## config.mk

```make
export PLATFORM = sky130hd
export DESIGN_NAME = imem_loader
export DESIGN_NICKNAME = d
export VERILOG_FILES = /design/src/rtl/imem_loader.sv
export SDC_FILE = /design/constraint.sdc
export NUM_CORES = 1
export LEC_CHECK = 0
export BUFFER_PORTS_ARGS = -buffer_cell sky130_fd_sc_hd__buf_2
export CAP_MARGIN = 20
export CORE_ASPECT_RATIO = 1.4
export CORE_MARGIN = 3
export CORE_UTILIZATION = 25
export CTS_CLUSTER_DIAMETER = 120
export DETAILED_ROUTE_END_ITERATION = 6
export GPL_TIMING_DRIVEN = 0
export SLEW_MARGIN = 5
export SYNTH_ARGS = -nofsm -noshare
export SYNTH_HDL_FRONTEND = slang
export SYNTH_SLANG_ARGS = --single-unit
```

## constraint.sdc

```tcl
create_clock -name clk -period 7.8 [get_ports clk]
set_input_delay 0.78 -clock clk [delete_from_list [all_inputs] [get_ports clk]]
set_output_delay 0.78 -clock clk [all_outputs]
set_load 0.03 [all_outputs]
```

## src/rtl/imem_loader.sv

```systemverilog
// Boot loader: receives a framed big-endian byte stream, writes 32-bit words into
// instruction memory from address 0 and holds the CPU in reset until the image checks out.
module imem_loader #(
  parameter int ADDR_WIDTH = 8
) (
  input  logic                  clk,
  input  logic                  reset,
  input  logic [7:0]            in_data,
  input  logic                  in_valid,
  output logic                  in_ready,
  input  logic                  restart,
  output logic                  imem_we,
  output logic [ADDR_WIDTH-1:0] imem_addr,
  output logic [31:0]           imem_wdata,
  output logic                  cpu_reset,
  output logic                  done,
  output logic                  err
);

  typedef enum logic [2:0] {
    S_HDR0 = 3'd0,
    S_HDR1 = 3'd1,
    S_DATA = 3'd2,
    S_CSUM = 3'd3,
    S_DONE = 3'd4,
    S_ERR  = 3'd5
  } state_t;

  // 17 bits so that a full 16-bit count can be compared against the capacity exactly.
  localparam logic [16:0] CAPACITY = 17'd1 << ADDR_WIDTH;

  function automatic logic [7:0] csum_update(input logic [7:0] acc, input logic [7:0] b);
    return acc ^ b;
  endfunction

  state_t                r_state;
  state_t                w_next_state;
  logic                  r_in_ready;
  logic [15:0]           r_count;
  logic [15:0]           r_word_idx;
  logic [1:0]            r_byte_idx;
  logic [23:0]           r_asm;
  logic [7:0]            r_csum;
  logic                  r_we;
  logic [ADDR_WIDTH-1:0] r_addr;
  logic [31:0]           r_wdata;
  logic                  r_cpu_reset;
  logic                  r_done;
  logic                  r_err;

  logic                  w_accept;
  logic [15:0]           w_n_hdr;
  logic                  w_oversize;
  logic                  w_last_word;
  logic                  w_next_loading;

  assign w_accept       = in_valid && r_in_ready;
  assign w_n_hdr        = {r_count[15:8], in_data};
  assign w_oversize     = {1'b0, w_n_hdr} > CAPACITY;
  assign w_last_word    = (r_word_idx + 16'd1) == r_count;
  assign w_next_loading = (w_next_state != S_DONE) && (w_next_state != S_ERR);

  assign in_ready   = r_in_ready;
  assign imem_we    = r_we;
  assign imem_addr  = r_addr;
  assign imem_wdata = r_wdata;
  assign cpu_reset  = r_cpu_reset;
  assign done       = r_done;
  assign err        = r_err;

  // State register.
  always_ff @(posedge clk or posedge reset) begin
    if (reset) begin
      r_state <= S_HDR0;
    end else begin
      r_state <= w_next_state;
    end
  end

  // Next-state decode from the current state and the accepted byte.
  always_comb begin
    w_next_state = r_state;
    case (r_state)
      S_HDR0: begin
        if (w_accept) w_next_state = S_HDR1;
        else          w_next_state = r_state;
      end
      S_HDR1: begin
        if (!w_accept)               w_next_state = r_state;
        else if (w_oversize)         w_next_state = S_ERR;
        else if (w_n_hdr == 16'd0)   w_next_state = S_CSUM;
        else                         w_next_state = S_DATA;
      end
      S_DATA: begin
        if (w_accept && (r_byte_idx == 2'd3) && w_last_word) w_next_state = S_CSUM;
        else                                                 w_next_state = r_state;
      end
      S_CSUM: begin
        if (!w_accept)             w_next_state = r_state;
        else if (in_data == r_csum) w_next_state = S_DONE;
        else                        w_next_state = S_ERR;
      end
      S_DONE, S_ERR: begin
        if (restart) w_next_state = S_HDR0;
        else         w_next_state = r_state;
      end
      default: w_next_state = S_HDR0;
    endcase
  end

  // Datapath: header capture, word assembly, checksum and registered status outputs.
  always_ff @(posedge clk or posedge reset) begin
    if (reset) begin
      r_in_ready  <= 1'b1;
      r_count     <= 16'd0;
      r_word_idx  <= 16'd0;
      r_byte_idx  <= 2'd0;
      r_asm       <= 24'd0;
      r_csum      <= 8'h00;
      r_we        <= 1'b0;
      r_addr      <= '0;
      r_wdata     <= 32'd0;
      r_cpu_reset <= 1'b1;
      r_done      <= 1'b0;
      r_err       <= 1'b0;
    end else begin
      r_in_ready <= w_next_loading;
      r_we       <= 1'b0;
      case (r_state)
        S_HDR0: begin
          if (w_accept) r_count[15:8] <= in_data;
        end
        S_HDR1: begin
          if (w_accept) begin
            r_count[7:0] <= in_data;
            r_err        <= w_oversize;
          end
        end
        S_DATA: begin
          if (w_accept) begin
            r_csum     <= csum_update(r_csum, in_data);
            r_byte_idx <= r_byte_idx + 2'd1;
            r_asm      <= {r_asm[15:0], in_data};
            if (r_byte_idx == 2'd3) begin
              r_we       <= 1'b1;
              r_wdata    <= {r_asm, in_data};
              r_addr     <= r_word_idx[ADDR_WIDTH-1:0];
              r_word_idx <= r_word_idx + 16'd1;
            end
          end
        end
        S_CSUM: begin
          if (w_accept) begin
            if (in_data == r_csum) begin
              r_done      <= 1'b1;
              r_cpu_reset <= 1'b0;
            end else begin
              r_err <= 1'b1;
            end
          end
        end
        S_DONE, S_ERR: begin
          // Leaving a terminal state starts a fresh frame with the CPU held again.
          if (restart) begin
            r_done      <= 1'b0;
            r_err       <= 1'b0;
            r_cpu_reset <= 1'b1;
            r_csum      <= 8'h00;
            r_byte_idx  <= 2'd0;
            r_word_idx  <= 16'd0;
            r_count     <= 16'd0;
          end
        end
        default: begin
          r_in_ready <= 1'b1;
        end
      endcase
    end
  end

endmodule

```

==> results.txt, run 1 <==
- After technology mapping, the gate count stands at 611.
* Kind of end point of the critical path: register
- Std cell rows: 62
- The worst hold path belongs to the class input pin to async pin.
* Count of boundary I/O pins: 57
- Startpoint type of the worst setup path: register
- R2r endpoint: r_state[0]
- Leading cell type in the layout, fill and taps excluded: nand2_1
- Antenna diode instance count: 0
- Dividing the final minimum period by the clock period gives 0.331.
- Relative to the synthesized area, the layout overhead comes to 22.5%.
- Number of buffers inserted for hold repair after clock tree synthesis: 0
- Clock net sink count: 114
- The pre-antenna-repair detailed-routing pass consisted of 5 iterations.
* Via count: 4442
* Later-pin clock latency in the skew report: 0.41 ns
* Data arrival at the endpoint of the critical path: 2.89 ns
* Post-detailed-placement cell area: 5900 sq um
- PwrDens: 290 nW/um^2
* Wirelength per Cell: 15.0 um
* Critical Path Start: r_word_idx[1]
- Overall power: 0.00188 W
* Clk buf depth: 2
- Post-cts sizing count: 0
- Peak fanout along the critical path: 7
- In this run the register-to-register setup slack is 5.22 ns.
- During synthesis, Yosys emitted a total of 0 warnings.
- DRC errors left: 0
- Post-synth top flop: dfrtp_1
* Hold Vio Cnt, Final: 0
- TritonCTS built the clock tree.
- The first global-routing pass estimated 23.1 mm of wire.
- For this run, the register share of the synthesized area comes to 0.538.
- Switching part of the total: 0.314
- The H-tree was split into 4 levels.
- Design internal power: 0.00129 W
- Overflow left after global routing: 0
* Slew headroom: 0.428
- The number of cells on the worst reg-to-reg path is 8.
- Synthesis inferred 114 register bits.
- Entering global routing, the biggest net connects 84 pins.
- Between clock sinks in the finished design, the worst skew comes to 0.00579 ns.
- Dividing the detail-routed via count by the number of cells gives 4.69.
- In this run the standard cell core region covers 20700 sq um.
- The cell sitting at the root of the clock tree is a clkbuf_16.
- RSZ-0062 raised after global routing: false
- Post-Synthesis Net Count: 625
- Antenna violations before repair: 0
- The synthesized design contains 0 enable-type register cells.
* Number of pins with negative max-slew slack in the final report: 0
- Adding up every negative setup slack in the final design gives 0 ns.
* Detailed Route WL: 14.2 mm
* Initial core utilization: 0.256
* Remaining antenna violation count: 0
- Clock-pin slew was measured on the worst setup and hold paths at 0.06 ns.
- Of the cells placed in the final design, the portion with a size suffix greater than 1 is 0.152.
- Number of maximum-capacitance violations: 0
* Final HPWL from detailed placement: 10.2 mm
* I/O Buffers: 48
* Category of the most critical setup path: register to register
- At the end of the flow the core is filled with cells to 0.314.
- Summed over all nets, the switching power comes to 0.000592 W.
* Setup Fix Bufs, Post-CTS: 0
* Number of global-route vias before repair: 4368
* Commonest cells after routing, fill and taps aside: 252 x nand2_1, 112 x dfrtp_1, 55 x o21ai_0, 55 x buf_2, 29 x clkbuf_1
- Final weighted congestion of routability-driven global placement: 0.843
- Minimum clock period: 2.58 ns
- Setup violations remaining at the end of the flow were counted as 0.
* Data required time of the worst path: 8.11 ns
- Outcome: completed
- From left edge to right edge, the die measures 129 um.
* Final nets: 693
- Finished Cell Area: 6500 sq um
* Maximum achievable frequency: 387 MHz
- Summed over all cells, the static leakage comes to 3.32 nW.
- Leaving out filler cells and counting taps, the final layout contains 948.
* Cell area after synthesis: 5300 sq um
- In this run the critical register-to-register path is launched from r_word_idx[1].
* Die outline area: 23000 sq um
- Register share of total power: 0.402
- Each instance of the synthesized netlist takes up on average 8.68 sq um.
* Clk pwr share: 0.418
* Total Routing Usage GR: 0.129
- At the pin with the least slew margin, the transition time is 0.850 ns.
* Fraction of synthesis flops using an asynchronous set or reset pin: 1.00
- Worst-case vdd ir drop: 0.000144 V
- 1st-iter DRT viols: 300
- Inserted Clock Buffers: 17
* Distinct cell type count after synthesis: 53
- Once placement completed, the tool counted placed cells totaling 916.
- The critical path ends at r_state[0].
* Height of the chip: 178 um
- Of the total power, combinational logic draws 0.180.
## sequential cells by signal, indices dropped and copies added, names as in the netlist
name        count
err             1
r_state         3
imem_wdata     32
r_asm          24
imem_we         1
cpu_reset       1
imem_addr       8
r_csum          8
r_word_idx     16
in_ready        1
done            1
r_byte_idx      2
r_count        16
## critical path, cell delays in order, from the launching register on
cell,delay (ns)
dfrtp_1,0.49
ha_1,0.20
clkbuf_1,0.27
nand3_1,0.18
or4_4,0.46
xnor2_1,0.15
a2111oi_2,0.31
o31ai_1,0.17
o31ai_2,0.25
## cell type report
type,count,area (sq um)
Buffer,39,158
Sequential cell,114,2860
Clock inverter,15,174
Multi-Input combinational cell,453,2270
Tap cell,256,320
Fill cell,2121,14200
Timing Repair Buffer,49,268
Clock buffer,17,425
Inverter,5,23.8
## power by group through the flow
stage          registers, W  logic, W  clock network, W
3_3_place_gp       0.000766  0.000330                 0
3_5_place_dp       0.000768  0.000338                 0
2_1_floorplan      0.000752  0.000254                 0
5_1_grt            0.000770  0.000378          0.000830
6_report           0.000758  0.000338          0.000788
4_1_cts            0.000758  0.000341          0.000802
## stage by stage
stage          hold WS, ns  setup WS [ns]
5_1_grt              0.357           5.07
6_report             0.337           5.22
2_1_floorplan        0.439           4.01
4_1_cts              0.336           5.24
3_3_place_gp         0.457           2.58
3_5_place_dp         0.457           5.17
## worst min-delay path by stage
stage / end / startpoint / cells past startpoint
CTS: imem_wdata[18] / reset / 2
global route: imem_addr[1] / reset / 2
global placement: imem_wdata[7] / imem_wdata[7] / 2
finish: imem_wdata[18] / reset / 2
detailed placement: imem_wdata[21] / imem_wdata[21] / 2
floorplan: imem_wdata[24] / r_asm[16] / 2
## cells in the mapped netlist, types with 2 or more instances
library cell  instances  share of area
a21o_1                3         0.0042
a21oi_1               4         0.0038
a31oi_1               3         0.0035
and2_1                4         0.0047
buf_2                 7         0.0066
clkbuf_1             29          0.021
clkbuf_2              2         0.0019
dfrtp_1             112           0.53
dfstp_2               2         0.0099
ha_1                  2         0.0047
inv_1                 5         0.0035
nand2_1             252           0.18
nand2b_1              3         0.0035
nand3_1              11          0.010
nand4_1               5         0.0059
nor2_1               24          0.017
nor2b_1               3         0.0035
nor3_1                6         0.0057
nor4_1                5         0.0059
o21ai_0              55          0.052
o21ai_1               2         0.0019
o22ai_1               2         0.0024
o31ai_1               7         0.0099
o41ai_1               2         0.0033
or3_1                 2         0.0024
xnor2_1              16          0.026
xor2_1               17          0.028
## routing by layer
layer / wire, um / global-route usage / vias up
met1: 5780 / 0.149 / 2174
met5: 0 / 0 / -
met2: 7660 / 0.233 / 98
li1: - / - / 2148
met4: 263 / 0.0477 / 0
met3: 478 / 0.0258 / 22
## cell families (layout without fill, tap and decap cells)
kind of cell	Yosys count	in the layout	synth area share
and+or+nand+nor	330	330	0.270
adders and majority gates	3	3	0.00660
xor gates and xnor gates	33	33	0.0545
DFF	114	114	0.538
buffers and inverters	44	125	0.0333
muxes	1	1	0.00212
AOI/OAI and AO/OA	86	86	0.0955
(Power assumes the default switching activity.)
==> run 2: changes to the inputs <==
==> constraint.sdc (replaced) <==
create_clock -name clk -period 2.4 [get_ports clk]
set_input_delay 0.24 -clock clk [delete_from_list [all_inputs] [get_ports clk]]
set_output_delay 0.24 -clock clk [all_outputs]
set_load 0.03 [all_outputs]
==> run 2 against run 1 <==
Net effect:
- critical path depth down 1
- wire length up 0.71%
- final area up 1.0%
- worst setup slack worse by 5.1 ns
- clock skew up 0.0040 ns
==> results.txt, run 2 (synthesis results as in run 1) <==
* Outcome: completed (unchanged)
- The net count reported at finish is 695 (was 693).
* Peak per-stage delay on the critical path: 0.47 ns (was 0.49 ns)
- The routed length per instance is 15.0 um (about the same).
* DRC errors left: 0 (unchanged)
* Largest net degree at the start of global routing: 34 (was 84)
- The leakage power total was 3.33 nW (was 3.32 nW).
- The clock tree from TritonCTS is built (unchanged).
- The worst hold path passes through 2 cells.
- The post-route clock period utilization was 0.960 (was 0.331).
* Data arrival at the endpoint of the critical path: 2.63 ns (was 2.89 ns)
- Utilization of the core after routing: 0.317 (was 0.314)
* Finished Cell Area: 6560 sq um (was 6500 sq um)
- The routed via count is 4358 (was 4442).
- The number of endpoints with negative hold slack in the final report is 0 (unchanged).
- RSZ-0062 raised after global routing: true (was false).
* Highest-delay cell along the critical path: dfrtp_1 (unchanged)
- The power per standard cell area was 943 nW/um^2 (was 290 nW/um^2).
- The clock-pin slew of the registers on the worst-case setup and hold paths came to 0.06 ns (about the same).
* Number of maximum-capacitance violations: 0 (unchanged)
- Area growth, synth to finish: 23.7% (was 22.5%)
- Post-detailed-placement cell area: 5930 sq um (was 5900 sq um)
- The kind of end point of the critical path is a register (unchanged).
- Met2 wirelength from detailed routing: 7.84 mm (was 7.66 mm)
- The number of antenna diodes came to 0 (unchanged).
- The count of buffers from port buffering came to 48 (unchanged).
- The sum of met3 wire segment lengths after detailed routing was 456 um (was 478 um).
- Remaining antenna violation count: 0 (unchanged)
- Horiz. Die Dim: 129 um (unchanged)
- Commonest cells after routing, fill and taps aside: 252 x nand2_1, 112 x dfrtp_1, 55 x o21ai_0, 55 x buf_2, 29 x clkbuf_1 (unchanged).
* Clock net sink count: 114 (unchanged)
- The first-pass GRT wire length is 22.8 mm (was 23.1 mm).
* Minimum clock period: 2.30 ns (was 2.58 ns)
* Inserted Clock Buffers: 17 (unchanged)
- The top achievable clock speed came to 434 MHz (was 387 MHz).
- The die area was 23000 sq um (unchanged).
- Stages on worst setup path: 7 (was 8)
- Via density per instance: 4.59 (was 4.69)
* Peak fanout along the critical path: 7 (unchanged)
- Number of setup violations in the final report: 0 (unchanged)
- Highest metal layer with signal wires: met4 (unchanged)
- The detailed-placement wirelength estimate came to 10.2 mm (about the same).
- Number of pins with negative max-slew slack in the final report: 0 (unchanged)
* Core ar.: 20700 sq um (unchanged)
- Clk buf depth: 2 (unchanged)
- The cell chosen for the clock root is clkbuf_16 (unchanged).
* Final weighted congestion of routability-driven global placement: 0.855 (was 0.843)
* Number of flip-flops in the largest register: 32 (unchanged)
- The leading cell type in the layout, fill and taps excluded is nand2_1 (unchanged).
- Hold crit path type: input pin to register (was input pin to async pin)
- List of cells traversed by the critical path: ha_2 > nand3_1 > or4_4 > xnor2_1 > a2111oi_2 > o31ai_1 > o31ai_2 (was ha_1 > clkbuf_1 > nand3_1 > or4_4 > xnor2_1 > a2111oi_2 > o31ai_1 > o31ai_2)
- Drt first pass iters: 5 (unchanged)
* Final worst hold slack: 0.126 ns (was 0.337 ns)
- The path type of the worst setup path is register to register (unchanged).
* Initial core utilization: 0.256 (unchanged)
- The worst reg-to-reg path cell count is 7 (was 8).
* Top delay family on crit path: compound AO/OA/AOI/OAI gates (unchanged)
- The number of H-tree branching levels is 4 (unchanged).
* Slew headroom: 0.437 (was 0.428)
* Actual transition at the worst max-transition pin: 0.837 ns (was 0.850 ns)
- Worst-case vdd ir drop: 0.000351 V (was 0.000144 V)
- Overflow left after global routing: 0 (unchanged)
- The total global-route track usage came to 0.128 (was 0.129).
- Routed met1 length: 5.78 mm (about the same)
* Final total negative setup slack: 0 ns (unchanged)
* Setup Fix Bufs, Post-CTS: 0 (unchanged)
- The count of buffer and inverter cells on the critical path came to 0 (was 1).
- Detailed Route WL: 14.3 mm (was 14.2 mm)
- Std cell rows: 62 (unchanged)
- The number of global-route vias before repair is 4288 (was 4368).
- Cell Count, Final, Fillers Out: 950 (was 948)
* Placed cells: 918 (was 916)
- Data required time of the worst path: 2.72 ns (was 8.11 ns)
- Antenna violations before repair: 0 (unchanged)
* Layout cell share with drive strength beyond 1: 0.159 (was 0.152)
* Count of boundary I/O pins: 57 (unchanged)
- The die height came to 178 um (unchanged).
* Later-pin clock latency in the skew report: 0.41 ns (about the same)
- Startpoint type of the worst setup path: register (unchanged)
- 1st-iter DRT viols: 241 (was 300)
- Worst Skew: 0.00975 ns (was 0.00579 ns)
==> run 2: changes by cell type in the layout (fill, tap and decap cells not counted), sizes merged <==
cell         previous run  this run
buf                    57        59
bufinv                  2         3
clkinvlp                1         3
dlygate4sd3             0         1
inv                    12         7
clkinv                  5         6
==> run 2: final timing paths <==
| check | from | endpoint | slack [ns] |
|---|---|---|---|
| hold reg to reg | imem_wdata[16] | imem_wdata[16] | 0.47 |
| setup / recovery | r_word_idx[1] | r_state[0] | 0.1 |
| setup reg to reg | r_word_idx[1] | r_state[0] | 0.1 |
| min in group asynchronous | reset | imem_wdata[6] | 0.44 |
| max in group asynchronous | reset | r_asm[20] | 1.19 |
| hold / removal | restart | r_state[2] | 0.13 |
==> run 2: worst register-to-register path, cell delays in order (launching register included) <==
cell and delay (ns):
dfrtp_1 0.47, ha_2 0.31, nand3_1 0.14, or4_4 0.47, xnor2_1 0.17, a2111oi_2 0.28
o31ai_1 0.15, o31ai_2 0.20
==> run 2: layout make-up <==
cell class / instances / area [sq um]
tap: 256 / 320
sequential: 114 / 2860
clock inverter: 14 / 180
buffer: 38 / 154
multi-input combinational: 453 / 2290
fill: 2114 / 14200
timing repair buffer: 52 / 310
clock buffer: 18 / 429
inverter: 5 / 22.5
==> run 2: repair_timing <==
action,CTS,global route
gates resized for setup,2,3
setup endpoints to repair,44,7
hold endpoints to repair,21,0
hold buffers,1,0
pin swaps,0,1
==> run 2: per-stage QoR <==
stage               setup WS (ns)  power [W]
floorplan                   0.273    0.00327
finish                     0.0958    0.00619
global route              -0.0209    0.00648
CTS                        0.0281    0.00622
global placement          -0.0773    0.00356
detailed placement         -0.153    0.00360
==> run 2: per-layer routing <==
| metal | vias up | track usage |
|---|---|---|
| li1 | 2149 | - |
| met1 | 2104 | 0.148 |
| met2 | 88 | 0.231 |
| met3 | 17 | 0.0288 |
| met4 | 0 | 0.0451 |
| met5 | - | 0 |
==> run 2: report_power, final <==
group	internal, W	switching, W	leakage (nW)
logic	0.000442	0.000661	1.48
clock network	0.00165	0.000968	0.291
registers	0.00220	0.000265	1.56
total	0.00429	0.00189	3.33
==> run 3: changes to the inputs <==
--- a/config.mk
+++ b/config.mk
@@ -9,10 +9,11 @@
 export CAP_MARGIN = 20
 export CORE_ASPECT_RATIO = 1.4
 export CORE_MARGIN = 3
-export CORE_UTILIZATION = 25
+export CORE_UTILIZATION = 59
 export CTS_CLUSTER_DIAMETER = 120
 export DETAILED_ROUTE_END_ITERATION = 6
 export GPL_TIMING_DRIVEN = 0
+export PLACE_DENSITY = 0.8
 export SLEW_MARGIN = 5
 export SYNTH_ARGS = -nofsm -noshare
 export SYNTH_HDL_FRONTEND = slang
==> run 3 against run 2 <==
Net effect:
- non-clock buffer count did not move
- highest routed layer unchanged
- critical path depth rose by 1
- die area fell by 56%
- critical endpoint unchanged
- clock-buffer cell count fell by 1
- largest cell class unchanged
==> results.txt, run 3 (synthesis results as in run 1) <==
* Worst Skew: 0.00903 ns (was 0.00975 ns)
* Startpoint of the worst-slack reg-to-reg timing path: r_byte_idx[0] (was r_word_idx[1])
- Initial core utilization: 0.613 (was 0.256)
* Fill cells: 591 (was 2114)
- Startpoint type of the worst setup path: register (unchanged)
- Peak fanout along the critical path: 7 (unchanged)
* Core ar.: 8660 sq um (was 20700 sq um)
- The capture point of the worst reg-to-reg path is r_state[0] (unchanged).
* Clock net sink count: 114 (unchanged)
- Via density per instance: 5.81 (was 4.59)
- Finished Cell Area: 6420 sq um (was 6560 sq um)
* Buffer type at the clock tree root: clkbuf_16 (unchanged)
* Register share of total power: 0.387 (was 0.399)
- The switching part of the total came to 0.300 (was 0.306).
* Met3 global-route usage: 0.0669 (was 0.0288)
- DRC errors left: 0 (unchanged)
- The first-pass GRT wire length was 22.9 mm (was 22.8 mm).
- The total global-route track usage is 0.292 (was 0.128).
* Area growth, synth to finish: 21.1% (was 23.7%)
- The number of H-tree branching levels is 4 (unchanged).
* Detailed Route WL: 14.0 mm (was 14.3 mm)
- The flip-flop count of the largest register after layout is 32 (unchanged).
- Final HPWL from detailed placement: 9.37 mm (was 10.2 mm)
* Global-route track usage on met2: 0.501 (was 0.231)
* Inserted Clock Buffers: 17 (unchanged)
* Outcome: completed (unchanged)
* Clock transition at the registers of the reported paths: 0.06 ns (about the same)
- Data arrival at the endpoint of the critical path: 2.67 ns (was 2.63 ns)
- Leading cell type in the layout, fill and taps excluded: nand2_1 (unchanged)
- Std cell rows: 40 (was 62)
- The number of endpoints with negative hold slack in the final report came to 0 (unchanged).
- The startpoint of the worst hold path is restart (unchanged).
* Drt first pass iters: 5 (unchanged)
- The end point of the worst hold path is r_state[2] (unchanged).
- The count of nets left with antenna violations after detail routing is 0 (unchanged).
* Number of setup violations in the final report: 0 (unchanged)
* Cell Count, Final, Fillers Out: 799 (was 950)
- The worst-margin pin slew is 1.04 ns (was 0.837 ns).
- Maximum achievable frequency: 424 MHz (was 434 MHz)
- The largest net degree at the start of global routing came to 33 (was 34).
* Wirelength per Cell: 17.6 um (was 15.0 um)
* Overflow left after global routing: 0 (unchanged)
- The net count reported at finish is 695 (unchanged).
- Antenna diode instance count: 0 (unchanged)
* Via count: 4639 (was 4358)
- Horiz. Die Dim: 86.1 um (was 129 um)
* Minimum clock period: 2.36 ns (was 2.30 ns)
* Antenna violations before repair: 0 (unchanged)
- The setup slack of the worst register-to-register path came to 0.04 ns (was 0.1 ns).
- The combinational share of power came to 0.179 (was 0.178).
* Final worst path period share: 0.983 (was 0.960)
- The number of design-rule violations left by the first detailed-router iteration is 349 (was 241).
* Placed cells: 767 (was 918)
* Data required time of the worst path: 2.71 ns (was 2.72 ns)
- Worst-case vdd ir drop: 0.000814 V (was 0.000351 V)
- The internal power came to 0.00450 W (was 0.00429 W).
* Count of boundary I/O pins: 57 (unchanged)
* PwrDens: 1000 nW/um^2 (was 943 nW/um^2)
- Category of the most critical setup path: register to register (unchanged)
- The clock tree from TritonCTS is built (unchanged).
- The instance count along the most critical hold path was 2 (unchanged).
- The power spent charging and discharging nets was 0.00193 W (was 0.00189 W).
- RSZ-0062 raised after global routing: true (unchanged).
- The die height came to 118 um (was 178 um).
- Clk pwr share: 0.434 (was 0.423)
- The met1 routing resource usage after global routing came to 0.335 (was 0.148).
- The max-slew headroom at the worst pin is 0.301 (was 0.437).
* Hold crit path type: input pin to register (unchanged)
- The source-to-sink clock delay at the later pin of the worst-skew pair is 0.42 ns (was 0.41 ns).
- Final worst setup slack: 0.0396 ns (was 0.0958 ns)
* FF-to-FF path depth: 8 (was 7)
* I/O Buffers: 48 (unchanged)
- The proportion of layout cells with a drive suffix above 1 was 0.160 (was 0.159).
- Post-detailed-placement cell area: 5740 sq um (was 5930 sq um)
- Kind of end point of the critical path: register (unchanged)
- The deepest clock path buffer count came to 2 (unchanged).
- Pre-CTS setup slack: -0.0508 ns (was -0.153 ns)
- Number of global-route vias before repair: 4773 (was 4288)
- Setup Fix Bufs, Post-CTS: 0 (unchanged)
- Die outline area: 10200 sq um (was 23000 sq um)
- The max-slew violation count is 0 (unchanged).
* Commonest cells after routing, fill and taps aside: 252 x nand2_1, 112 x dfrtp_1, 55 x buf_2 (was 252 x nand2_1, 112 x dfrtp_1, 55 x o21ai_0, 55 x buf_2, 29 x clkbuf_1)
- Busiest layer in global routing: met2 (unchanged)
- The total of max-cap violations came to 0 (unchanged).
- Leakage power summed over all cells: 3.35 nW (was 3.33 nW)
* Final weighted congestion of routability-driven global placement: 0.860 (was 0.855)
==> run 3: cell types whose count changed in the layout (fill, tap and decap cells not counted), sizes merged <==
cell      before  now
bufinv         3    5
clkinv         6    4
clkinvlp       3    4
clkbuf        48   47
==> run 3: area by class of cell <==
cell class,count,area [sq um],area share
inverters,5,22.5,0.00351
repair buffers,52,310,0.0483
flip-flops and latches,114,2860,0.444
plain buffers,38,154,0.0240
clock buffers,17,425,0.0662
clock inverters,15,230,0.0358
multi-input cells,453,2290,0.357
well taps,105,131,0.0205
==> run 3: worst max-delay path: stages, from the launching register on <==
cell	delay (ns)
dfrtp_1	0.37
ha_1	0.16
nor4bb_1	0.33
nand3_2	0.26
inv_2	0.19
nand3_1	0.13
nor3_1	0.29
nand4_1	0.21
o31ai_2	0.31
==> run 3: what timing repair did <==
item | CTS | global route
hold endpoints to repair | 24 | 0
pin swaps | 0 | 0
gates cloned | 0 | 0
endpoints found under the setup margin | 1 | 3
gates resized for setup | 2 | 4
hold buffers | 1 | 0
==> run 3: routing by layer <==
metal  vias to the layer above  wire [um]  part of all wire
met3                        49        729             0.052
met5                         -          0                 0
met2                       186       7400              0.53
met4                         0        580             0.041
met1                      2257       5310              0.38
li1                       2147          -                 -
==> run 3: power groups by stage <==
stage | logic [W] | registers, W | clock network, W
2_1_floorplan | 0.000826 | 0.00244 | 0
3_3_place_gp | 0.00104 | 0.00248 | 0
3_5_place_dp | 0.00110 | 0.00249 | 0
4_1_cts | 0.00114 | 0.00247 | 0.00281
5_1_grt | 0.00128 | 0.00251 | 0.00289
6_report | 0.00115 | 0.00248 | 0.00279
==> run 3: how the worst max path moves through the flow <==
stage / start / to / slack, ns / cells past startpoint
2_1_floorplan: r_word_idx[1] / r_state[0] / 0.27 / 8
3_3_place_gp: r_word_idx[1] / r_state[0] / -0.02 / 8
3_5_place_dp: r_word_idx[1] / r_state[0] / -0.05 / 8
4_1_cts: r_byte_idx[0] / r_state[0] / 0.04 / 8
5_1_grt: r_byte_idx[0] / r_state[0] / -0.02 / 8
6_report: r_byte_idx[0] / r_state[0] / 0.04 / 8
==> run 3: per-stage QoR <==
stage,setup TNS [ns],util,total power (W),hold WS [ns]
6_report,0,0.742,0.00642,0.101
2_1_floorplan,0,-,0.00327,0.352
3_5_place_dp,-0.0508,0.663,0.00359,0.339
5_1_grt,-0.0209,0.742,0.00668,0.122
4_1_cts,0,0.740,0.00642,0.0893
3_3_place_gp,-0.0168,0.656,0.00352,0.454
